<file path="config.mk">
export PLATFORM = sky130hd
export DESIGN_NAME = pps_pulse_synchronisor
export DESIGN_NICKNAME = d
export VERILOG_FILES = /design/src/rtl/pps_pulse_synchronisor.sv
export SDC_FILE = /design/constraint.sdc
export NUM_CORES = 1
export LEC_CHECK = 0
export CAP_MARGIN = 20
export CORE_MARGIN = 3
export CORE_UTILIZATION = 35
export CTS_CLUSTER_SIZE = 40
export DETAILED_ROUTE_END_ITERATION = 16
export MAX_ROUTING_LAYER = met4
export RECOVER_POWER = 25
export SYNTH_ARGS = -nofsm -noshare
export SYNTH_HDL_FRONTEND = slang
export SYNTH_SLANG_ARGS = --single-unit
</file>
<file path="constraint.sdc">
create_clock -name CLK -period 2.5 [get_ports CLK]
set_input_delay 0.375 -clock CLK [delete_from_list [all_inputs] [get_ports CLK]]
set_output_delay 0.375 -clock CLK [all_outputs]
set_load 0.03 [all_outputs]
</file>
<file path="src/rtl/pps_pulse_synchronisor.sv">
// PPS-disciplined sample strobe: synchronises 1PPS, emits PULSE_RATE_HZ strobes phase-aligned
// to it, tracks lock against the nominal second and free-runs through short PPS outages.
module pps_pulse_synchronisor #(
  parameter int CLK_FREQ_HZ    = 3276800,
  parameter int PULSE_RATE_HZ  = 50,
  parameter int SYNC_STAGES    = 2,
  parameter int PPS_TOL_CYCLES = 64,
  parameter int MISS_LIMIT     = 3,
  localparam int IDX_W = (PULSE_RATE_HZ > 1) ? $clog2(PULSE_RATE_HZ) : 1
) (
  input  logic             CLK,
  input  logic             nRST,
  input  logic             PPS_IN,
  input  logic             ENABLE,
  output logic             PULSE,
  output logic [IDX_W-1:0] PULSE_IDX,
  output logic             PPS_EDGE,
  output logic             LOCKED,
  output logic             HOLDOVER,
  output logic             PPS_ERR
);

  localparam int PERIOD = CLK_FREQ_HZ / PULSE_RATE_HZ;
  localparam int SUB_W  = (PERIOD > 1) ? $clog2(PERIOD) : 1;
  localparam int GAP_HI = CLK_FREQ_HZ + PPS_TOL_CYCLES;
  localparam int GAP_LO = CLK_FREQ_HZ - PPS_TOL_CYCLES;
  localparam int GAP_W  = $clog2(GAP_HI + 2) + 1;
  localparam int MISS_W = (MISS_LIMIT > 1) ? $clog2(MISS_LIMIT + 1) : 1;

  generate
    if (CLK_FREQ_HZ % PULSE_RATE_HZ != 0) begin : g_bad_rate
      $fatal(1, "CLK_FREQ_HZ must be an integer multiple of PULSE_RATE_HZ");
    end
    if (SYNC_STAGES < 2) begin : g_bad_sync
      $fatal(1, "SYNC_STAGES must be at least 2");
    end
  endgenerate

  typedef enum logic [2:0] {S_IDLE, S_ACQ, S_VERIFY, S_LOCKED, S_HOLD} state_t;

  state_t             state, state_nxt;
  logic [SYNC_STAGES-1:0] sync_q;
  logic               pps_q, pps_edge_q, pps_err_q;
  logic [SUB_W-1:0]   sub_cnt;
  logic [IDX_W-1:0]   idx_cnt;
  logic [GAP_W-1:0]   gap_cnt;
  logic [MISS_W-1:0]  miss_cnt;
  logic               realign, err_nxt, run_nxt, running;
  logic               sub_wrap, idx_wrap, in_tol, gap_timeout;

  // Edge detect sits behind the synchroniser; PPS_EDGE is held off while disabled.
  always_ff @(posedge CLK or negedge nRST) begin
    if (!nRST) begin
      sync_q     <= '0;
      pps_q      <= 1'b0;
      pps_edge_q <= 1'b0;
    end else begin
      sync_q     <= {sync_q[SYNC_STAGES-2:0], PPS_IN};
      pps_q      <= sync_q[SYNC_STAGES-1];
      pps_edge_q <= ENABLE & sync_q[SYNC_STAGES-1] & ~pps_q;
    end
  end

  assign sub_wrap    = (sub_cnt == SUB_W'(PERIOD - 1));
  assign idx_wrap    = sub_wrap && (idx_cnt == IDX_W'(PULSE_RATE_HZ - 1));
  assign in_tol      = (gap_cnt >= GAP_W'(GAP_LO)) && (gap_cnt <= GAP_W'(GAP_HI));
  assign gap_timeout = (gap_cnt == GAP_W'(GAP_HI + 1));

  always_ff @(posedge CLK or negedge nRST) begin
    if (!nRST) state <= S_IDLE;
    else       state <= state_nxt;
  end

  // The edge is tested before the timeout so a coincident edge always wins.
  always_comb begin
    state_nxt = state;
    realign   = 1'b0;
    err_nxt   = 1'b0;
    if (!ENABLE) begin
      state_nxt = S_IDLE;
    end else begin
      case (state)
        S_IDLE: state_nxt = S_ACQ;
        S_ACQ: if (pps_edge_q) begin
          realign   = 1'b1;
          state_nxt = S_VERIFY;
        end
        S_VERIFY, S_LOCKED: begin
          if (pps_edge_q) begin
            realign = 1'b1;
            if (in_tol) state_nxt = S_LOCKED;
            else begin
              err_nxt   = 1'b1;
              state_nxt = S_VERIFY;
            end
          end else if (gap_timeout) begin
            err_nxt   = 1'b1;
            state_nxt = S_HOLD;
          end
        end
        S_HOLD: begin
          if (pps_edge_q) begin
            realign   = 1'b1;
            state_nxt = S_VERIFY;
          end else if (idx_wrap && miss_cnt == MISS_W'(MISS_LIMIT - 1)) begin
            state_nxt = S_ACQ;
          end
        end
        default: state_nxt = S_IDLE;
      endcase
    end
    run_nxt = (state_nxt == S_VERIFY) || (state_nxt == S_LOCKED) || (state_nxt == S_HOLD);
  end

  always_comb begin
    running   = (state == S_VERIFY) || (state == S_LOCKED) || (state == S_HOLD);
    PULSE     = running && (sub_cnt == '0);
    PULSE_IDX = idx_cnt;
    PPS_EDGE  = pps_edge_q;
    LOCKED    = (state == S_LOCKED);
    HOLDOVER  = (state == S_HOLD);
    PPS_ERR   = pps_err_q;
  end

  // A PPS on the natural wrap lands on sub_cnt==0 either way, so only one strobe results.
  always_ff @(posedge CLK or negedge nRST) begin
    if (!nRST) begin
      sub_cnt <= '0;
      idx_cnt <= '0;
    end else if (!run_nxt || realign) begin
      sub_cnt <= '0;
      idx_cnt <= '0;
    end else if (sub_wrap) begin
      sub_cnt <= '0;
      idx_cnt <= idx_wrap ? '0 : idx_cnt + 1'b1;
    end else begin
      sub_cnt <= sub_cnt + 1'b1;
    end
  end

  always_ff @(posedge CLK or negedge nRST) begin
    if (!nRST) begin
      gap_cnt   <= '0;
      miss_cnt  <= '0;
      pps_err_q <= 1'b0;
    end else begin
      pps_err_q <= err_nxt;
      if (!run_nxt)             gap_cnt <= '0;
      else if (realign)         gap_cnt <= GAP_W'(1);
      else if (gap_cnt != '1)   gap_cnt <= gap_cnt + 1'b1;
      if (state != S_HOLD || state_nxt != S_HOLD) miss_cnt <= '0;
      else if (idx_wrap)                          miss_cnt <= miss_cnt + 1'b1;
    end
  end

endmodule

</file>
==> summary.txt, run 1 <==
Status
  – Status: finished, final reports clean

Worst setup path
  – Critical path startpoint category: flip-flop
  – Setup crit end: LOCKED
  – R2R Setup Slk: 0.23 ns
  – CP arrival: slightly below 2 ns
  – Crit. Startpoint: state[1]
  – CP peak stage delay: slightly below 0.7 ns
  – RR Endpoint: state[0]
  – CP required: around 2.1 ns
  – WS Path Type: reg -> out
  – CP max stage cell: clkdlybuf4s50_1
  – Reg2reg start: gap_cnt[11]
  – Crit end category: primary output
  – Critical path cell sequence: nor2b_1 > and2_1 > clkdlybuf4s50_1
  – Crit path max fanout: 4
  – FF-to-FF path depth: 5

STA
  – Final setup vio count: 0
  – Final Cycle Share: 0.924
  – Fmax: ~430 MHz
  – Final max-slew violation count: 0
  – RSZ-0062 raised after global routing: false
  – Slew HR: 0.126
  – Slew @ Worst Pin: ~1.3 ns
  – Final min period: roughly 2.3 ns
  – Fin. Hold Viols: 0
  – Setup TNS: 0 ns
  – Layout Skew: 0.00416 ns

CTS
  – CTS tree: yes
  – TritonCTS Buffers: 5
  – H-Tree Depth: 2
  – Clock slew at reported path FFs: roughly 0.10 ns
  – Root Buffer Master: clkbuf_8
  – Max Root-Sink Buffers: 2
  – Clock Latency Late Sink: 0.31 ns
  – CTS Sinks: 55

Power
  – Leakage power: between 1 and 1.5 nW
  – Peak VDD IR: 0.000205 V
  – P per Cell Area: ~420 mW/mm^2

Yosys
  – Flops & latches, synth: 55
  – Prevailing post-synth register cell: dfrtp_1
  – Yosys cell types: 45
  – Net Count, Synth: 350
  – Syn_area_per_cell: approximately 9.1 sq um
  – EDFF count, synth: 0
  – Synth warn: 0
  – Syn Std Cell Area: slightly above 0.003 sq mm
  – Register area share after synthesis: 0.450
  – Post-synth ARST share: 1.00
  – Cells after synthesis: around 340

Finish
  – Most frequent cells in the layout: dfrtp_1 (55), nor2_1 (39), nand2_1 (25)
  – FF+latch area: around 0.0014 sq mm
  – Area grow syn2layout: 14.0%
  – Commonest non-fill, non-tap cell in the layout: dfrtp_1
  – Antenna diode count: 0
  – Area of the multi-input gates: 0.00161 sq mm
  – Layout Nets: 371
  – Layout Cells excl Fill: 465
  – # fillers: 843
  – Share of cells above drive strength 1: 0.0694

Place
  – Port-buffer cells: 14
  – Detail Placement HPWL: 5.12 mm
  – GP Congestion: slightly above 0.8
  – Placed insts: roughly 460

Die
  – Die area: 0.00990 sq mm
  – Starting Density: 0.367
  – Core area: around 0.0083 sq mm
  – Io pins: 15
  – Row count: 33
  – Die H: roughly 100 um
  – Die W: 99.5 um

Route
  – Pre-Repair DR Iteration Count: 4
  – DR vias/cell: between 5 and 6
  – Initial drt markers: about 140
  – DR WL/cell: 15.1 um
  – Via count: 2559
  – # DRC: 0
  – DRT antenna net count: 0
  – Post-Route WL: 7.02 mm

Global route
  – Largest net degree at the start of global routing: 33
  – Initial antenna violation count: 0
  – First-pass GRT wire length: 12.5 mm
  – Total Routing Usage GR: 0.159
  – Global route overflow: 0
  – M2 GR Usage: 0.230
  – Met1 usage in global routing: 0.234
  – Global routing's busiest layer: met1
  – Global routing usage on met3: 0.0231
  – Number of global-route vias before repair: between 2000 and 2500

Min path
  – Tightest Hold Check Type: in -> async

Run
  – Max-cap violation count: 0
==> cell type report <==
cell class | count | area share
Clock buffer | 5 | 0.0197
Sequential cell | 55 | 0.394
Timing Repair Buffer | 26 | 0.0678
Multi-Input combinational cell | 260 | 0.461
Clock inverter | 3 | 0.00717
Tap cell | 105 | 0.0376
Inverter | 11 | 0.0118
==> per-layer routing <==
| metal | up-vias | share of wire | routed length, um |
|---|---|---|---|
| met5 | - | 0 | 0 |
| met2 | 53 | 0.44 | 3090 |
| met4 | 0 | 0.012 | 83 |
| li1 | 1271 | - | - |
| met1 | 1227 | 0.51 | 3550 |
| met3 | 8 | 0.042 | 293 |
==> critical path: cells and delay by family, from the launching register on <==
family                 cells  cell delay [ns]
AND/OR/NAND/NOR            2             0.52
flip-flops                 1             0.41
buffers and inverters      1             0.69
==> flip-flops by register name (all words and copies together), names as in the netlist, 2 cells and up <==
signal	cells
PULSE_IDX	6
gap_cnt	23
miss_cnt	2
state	3
sub_cnt	16
sync_q	2
==> cells in the mapped netlist, types with 2 or more instances <==
master     n  area [sq um]
dfrtp_1   55          1380
nor2_1    39           146
nand2_1   25          93.8
a21oi_1   23           115
nand3_1   20           100
nand4_1   12          75.1
nor3_1    12          60.1
and3_1    11          68.8
inv_1     11          41.3
xnor2_1   11          96.3
xor2_1    11          96.3
or4_1     10          75.1
clkbuf_1   9          33.8
ha_1       8           100
o21ai_0    8          40.0
nor4_1     7          43.8
and2_1     6          37.5
and4_1     6          52.6
o31ai_1    6          45.0
or3_1      6          37.5
o21ai_1    4          20.0
a211oi_1   3          22.5
a31oi_1    3          18.8
buf_2      3          15.0
a211o_1    2          17.5
mux2i_1    2          20.0
nand2b_1   2          12.5
nor3b_1    2          15.0
o211ai_1   2          15.0
o21a_1     2          15.0
o21ba_1    2          20.0
or4b_1     2          20.0
==> worst min-delay path by stage <==
stage,end,cells past startpoint,start
2_1_floorplan,PPS_EDGE,0,nRST
3_3_place_gp,sync_q[1],0,sync_q[0]
3_5_place_dp,sync_q[1],0,sync_q[0]
4_1_cts,miss_cnt[1],1,nRST
5_1_grt,sync_q[1],0,sync_q[0]
6_report,miss_cnt[1],1,nRST
==> cells by family after synthesis <==
family,count (synthesis),synth area share
buffers and inverters,23,0.0294
muxes,2,0.00654
DFF,55,0.450
adders and majority gates,8,0.0327
AOI/OAI and AO/OA,59,0.119
xor gates and xnor gates,22,0.0630
and+or+nand+nor,169,0.300
==> per-stage QoR <==
stage	instance area (sq um)	utilization	setup WS [ns]	hold WS (ns)	power, mW
final	3490	0.418	0.190	0.326	1.46
after global routing	3490	0.418	0.0702	0.393	1.54
after CTS	3500	0.419	0.0303	0.0641	1.50
after detailed placement	3400	0.408	0.230	0.337	0.980
after global placement	3400	0.408	0.285	0.335	0.979
after floorplan	3070	-	0.297	0.0794	0.940
==> report_power, final <==
part	leakage (nW)	switching [mW]	internal (mW)	total [mW]
clock network	0.0443	0.307	0.201	0.508
logic	0.588	0.0386	0.0164	0.0550
registers	0.759	0.00705	0.895	0.902
==> repair_timing <==
item | CTS | global route
hold endpoints to repair | 0 | 0
gates resized for setup | 0 | 2
hold buffers | 0 | 0
setup buffers | 0 | 0
setup endpoints to repair | 0 | 3
Note: power is estimated with default switching activity, not from simulation.
==> inputs of run 2 (changes only) <==
CORE_MARGIN = unset   (was 3)
==> summary.txt, run 2 (synthesis gave the netlist of run 1 again) <==
Status
  – Status: finished, violations left
  – Failing checks: capacitance limit, slew limit

Power
  – Switch share: 0.247
  – Sw power: between 0.3 and 0.4 mW
  – Internal: roughly 1.1 mW
  – P per Cell Area: 427 mW/mm^2
  – Leakage power: approximately 1.4 nW
  – Tot Pwr: around 1.5 mW
  – Peak VDD IR: between 0.0002 and 0.00025 V
  – Clk pwr share: 0.353
  – Flop pwr share: 0.608
  – Logic gate share of total power: 0.039

STA
  – Fmax: around 440 MHz
  – Final max-slew violation count: 33
  – Layout Skew: 0.0173 ns
  – Slew HR: -0.179
  – RSZ-0062 raised after global routing: false
  – Final Cycle Share: 0.915
  – Final setup vio count: 0
  – Setup TNS: 0 ns
  – Final min period: around 2.3 ns
  – Fin. Hold Viols: 0
  – Hold slack: around 0.38 ns
  – Slew @ Worst Pin: 1.77 ns

CTS
  – CTS Sinks: between 50 and 60
  – H-Tree Depth: 2
  – CTS tree: yes
  – Clock Latency Late Sink: about 0.32 ns
  – Max Root-Sink Buffers: 2
  – Hold-fix buffer count after cts: 0
  – Root Buffer Master: clkbuf_8
  – Clock slew at reported path FFs: between 0.1 and 0.15 ns
  – TritonCTS Buffers: 5

Finish
  – Post-route cell area: between 0.003 and 0.004 sq mm
  – Commonest non-fill, non-tap cell in the layout: dfrtp_1
  – Area grow syn2layout: 13.4%
  – Largest register by flop count: gap_cnt
  – Layout Nets: 371
  – Antenna diode count: 0
  – Share of cells above drive strength 1: 0.0694
  – Most frequent cells in the layout: dfrtp_1 (55), nor2_1 (39), nand2_1 (25)
  – Max FFs per register: 23

Die
  – Row count: 33
  – Core area: around 0.0083 sq mm
  – Die H: ~96 um
  – Starting Density: 0.367
  – Io pins: 15
  – Die area: about 0.009 sq mm
  – Die W: 95.5 um

Route
  – # DRC: 0
  – DR vias/cell: about 5.5
  – DRT antenna net count: 0
  – Via count: approximately 2600
  – Initial drt markers: around 150
  – Post-Route WL: 6.82 mm
  – DR WL/cell: roughly 15 um
  – Pre-Repair DR Iteration Count: 4

Worst setup path
  – WS Path Type: reg -> out
  – Crit end category: primary output
  – Setup crit end: LOCKED
  – RR Endpoint: state[0]
  – Crit path max fanout: 4
  – Reg2reg start: gap_cnt[11]
  – CP required: roughly 2.1 ns
  – R2R Setup Slk: between 0.2 and 0.25 ns
  – CP arrival: 1.91 ns
  – Critical path cell sequence: nor2b_1 > and2_1 > clkdlybuf4s50_1
  – Critical path startpoint category: flip-flop
  – CP max stage cell: clkdlybuf4s50_1
  – Crit. Startpoint: state[1]
  – CP peak stage delay: approximately 0.70 ns
  – FF-to-FF path depth: 5

Run
  – Max-cap violation count: 1

Global route
  – Number of global-route vias before repair: around 2400
  – Global route overflow: 0
  – Largest net degree at the start of global routing: 33
  – First-pass GRT wire length: 11.7 mm
  – Initial antenna violation count: 0
  – Total Routing Usage GR: 0.170

Place
  – Detail Placement HPWL: 4.89 mm
  – Placed instance area: ~0.0034 sq mm
  – GP Congestion: 0.789
  – Port-buffer cells: 14

Min path
  – Tightest Hold Check Type: reg -> reg
  – Hold Path Depth: 0
==> run 2: area by class of cell <==
type	count	area (sq um)
clock buffers	5	68.8
flip-flops and latches	55	1380
inverters	11	41.3
clock inverters	3	22.5
fillers	841	4870
well taps	105	131
multi-input cells	260	1600
repair buffers	26	226
==> run 2: how the worst min path moves through the flow <==
stage / startpoint / endpoint / slack [ns]
after CTS: nRST / state[1] / 0.13
after detailed placement: sync_q[0] / sync_q[1] / 0.36
after global routing: sync_q[0] / sync_q[1] / 0.41
after global placement: sync_q[0] / sync_q[1] / 0.34
after floorplan: nRST / PPS_EDGE / 0.08
final: sync_q[0] / sync_q[1] / 0.38
==> run 2: worst max-delay path: cells and delay by family (launching register included) <==
family	cells	cell delay, ns
and+or+nand+nor	2	0.49
DFF	1	0.41
buffers and inverters	1	0.70
==> run 2: power by group through the flow <==
| stage | combinational, mW | clock, mW | sequential, mW |
|---|---|---|---|
| after global placement | 0.0600 | 0 | 0.919 |
| after floorplan | 0.0212 | 0 | 0.918 |
| after global routing | 0.0662 | 0.571 | 0.903 |
| after CTS | 0.0603 | 0.542 | 0.902 |
| after detailed placement | 0.0600 | 0 | 0.919 |
| final | 0.0575 | 0.523 | 0.901 |
==> run 2: routing by layer <==
metal,vias to the layer above,part of all wire,GRT usage
met5,-,0,-
met4,0,0.011,0.0597
met3,4,0.019,0.0247
met2,32,0.44,0.248
met1,1251,0.53,0.241
li1,1274,-,-
==> run 2: timing repair <==
action                                  in CTS  in global routing
buffers inserted                             0                  0
endpoints found under the setup margin       0                  1
resized for setup                            0                  1
==> run 2: per-stage QoR <==
stage          setup WS [ns]  cells   util
2_1_floorplan          0.297    338      -
3_3_place_gp           0.279    457  0.405
3_5_place_dp           0.246    457  0.405
4_1_cts               0.0288    465  0.416
5_1_grt               0.0972    465  0.416
6_report               0.213    465  0.416
==> inputs of run 3 (changes only) <==
TNS_END_PERCENT = 10   (was unset)
==> results of run 3 <==
The final DEF is identical to that of run 2; final timing and power are the same.
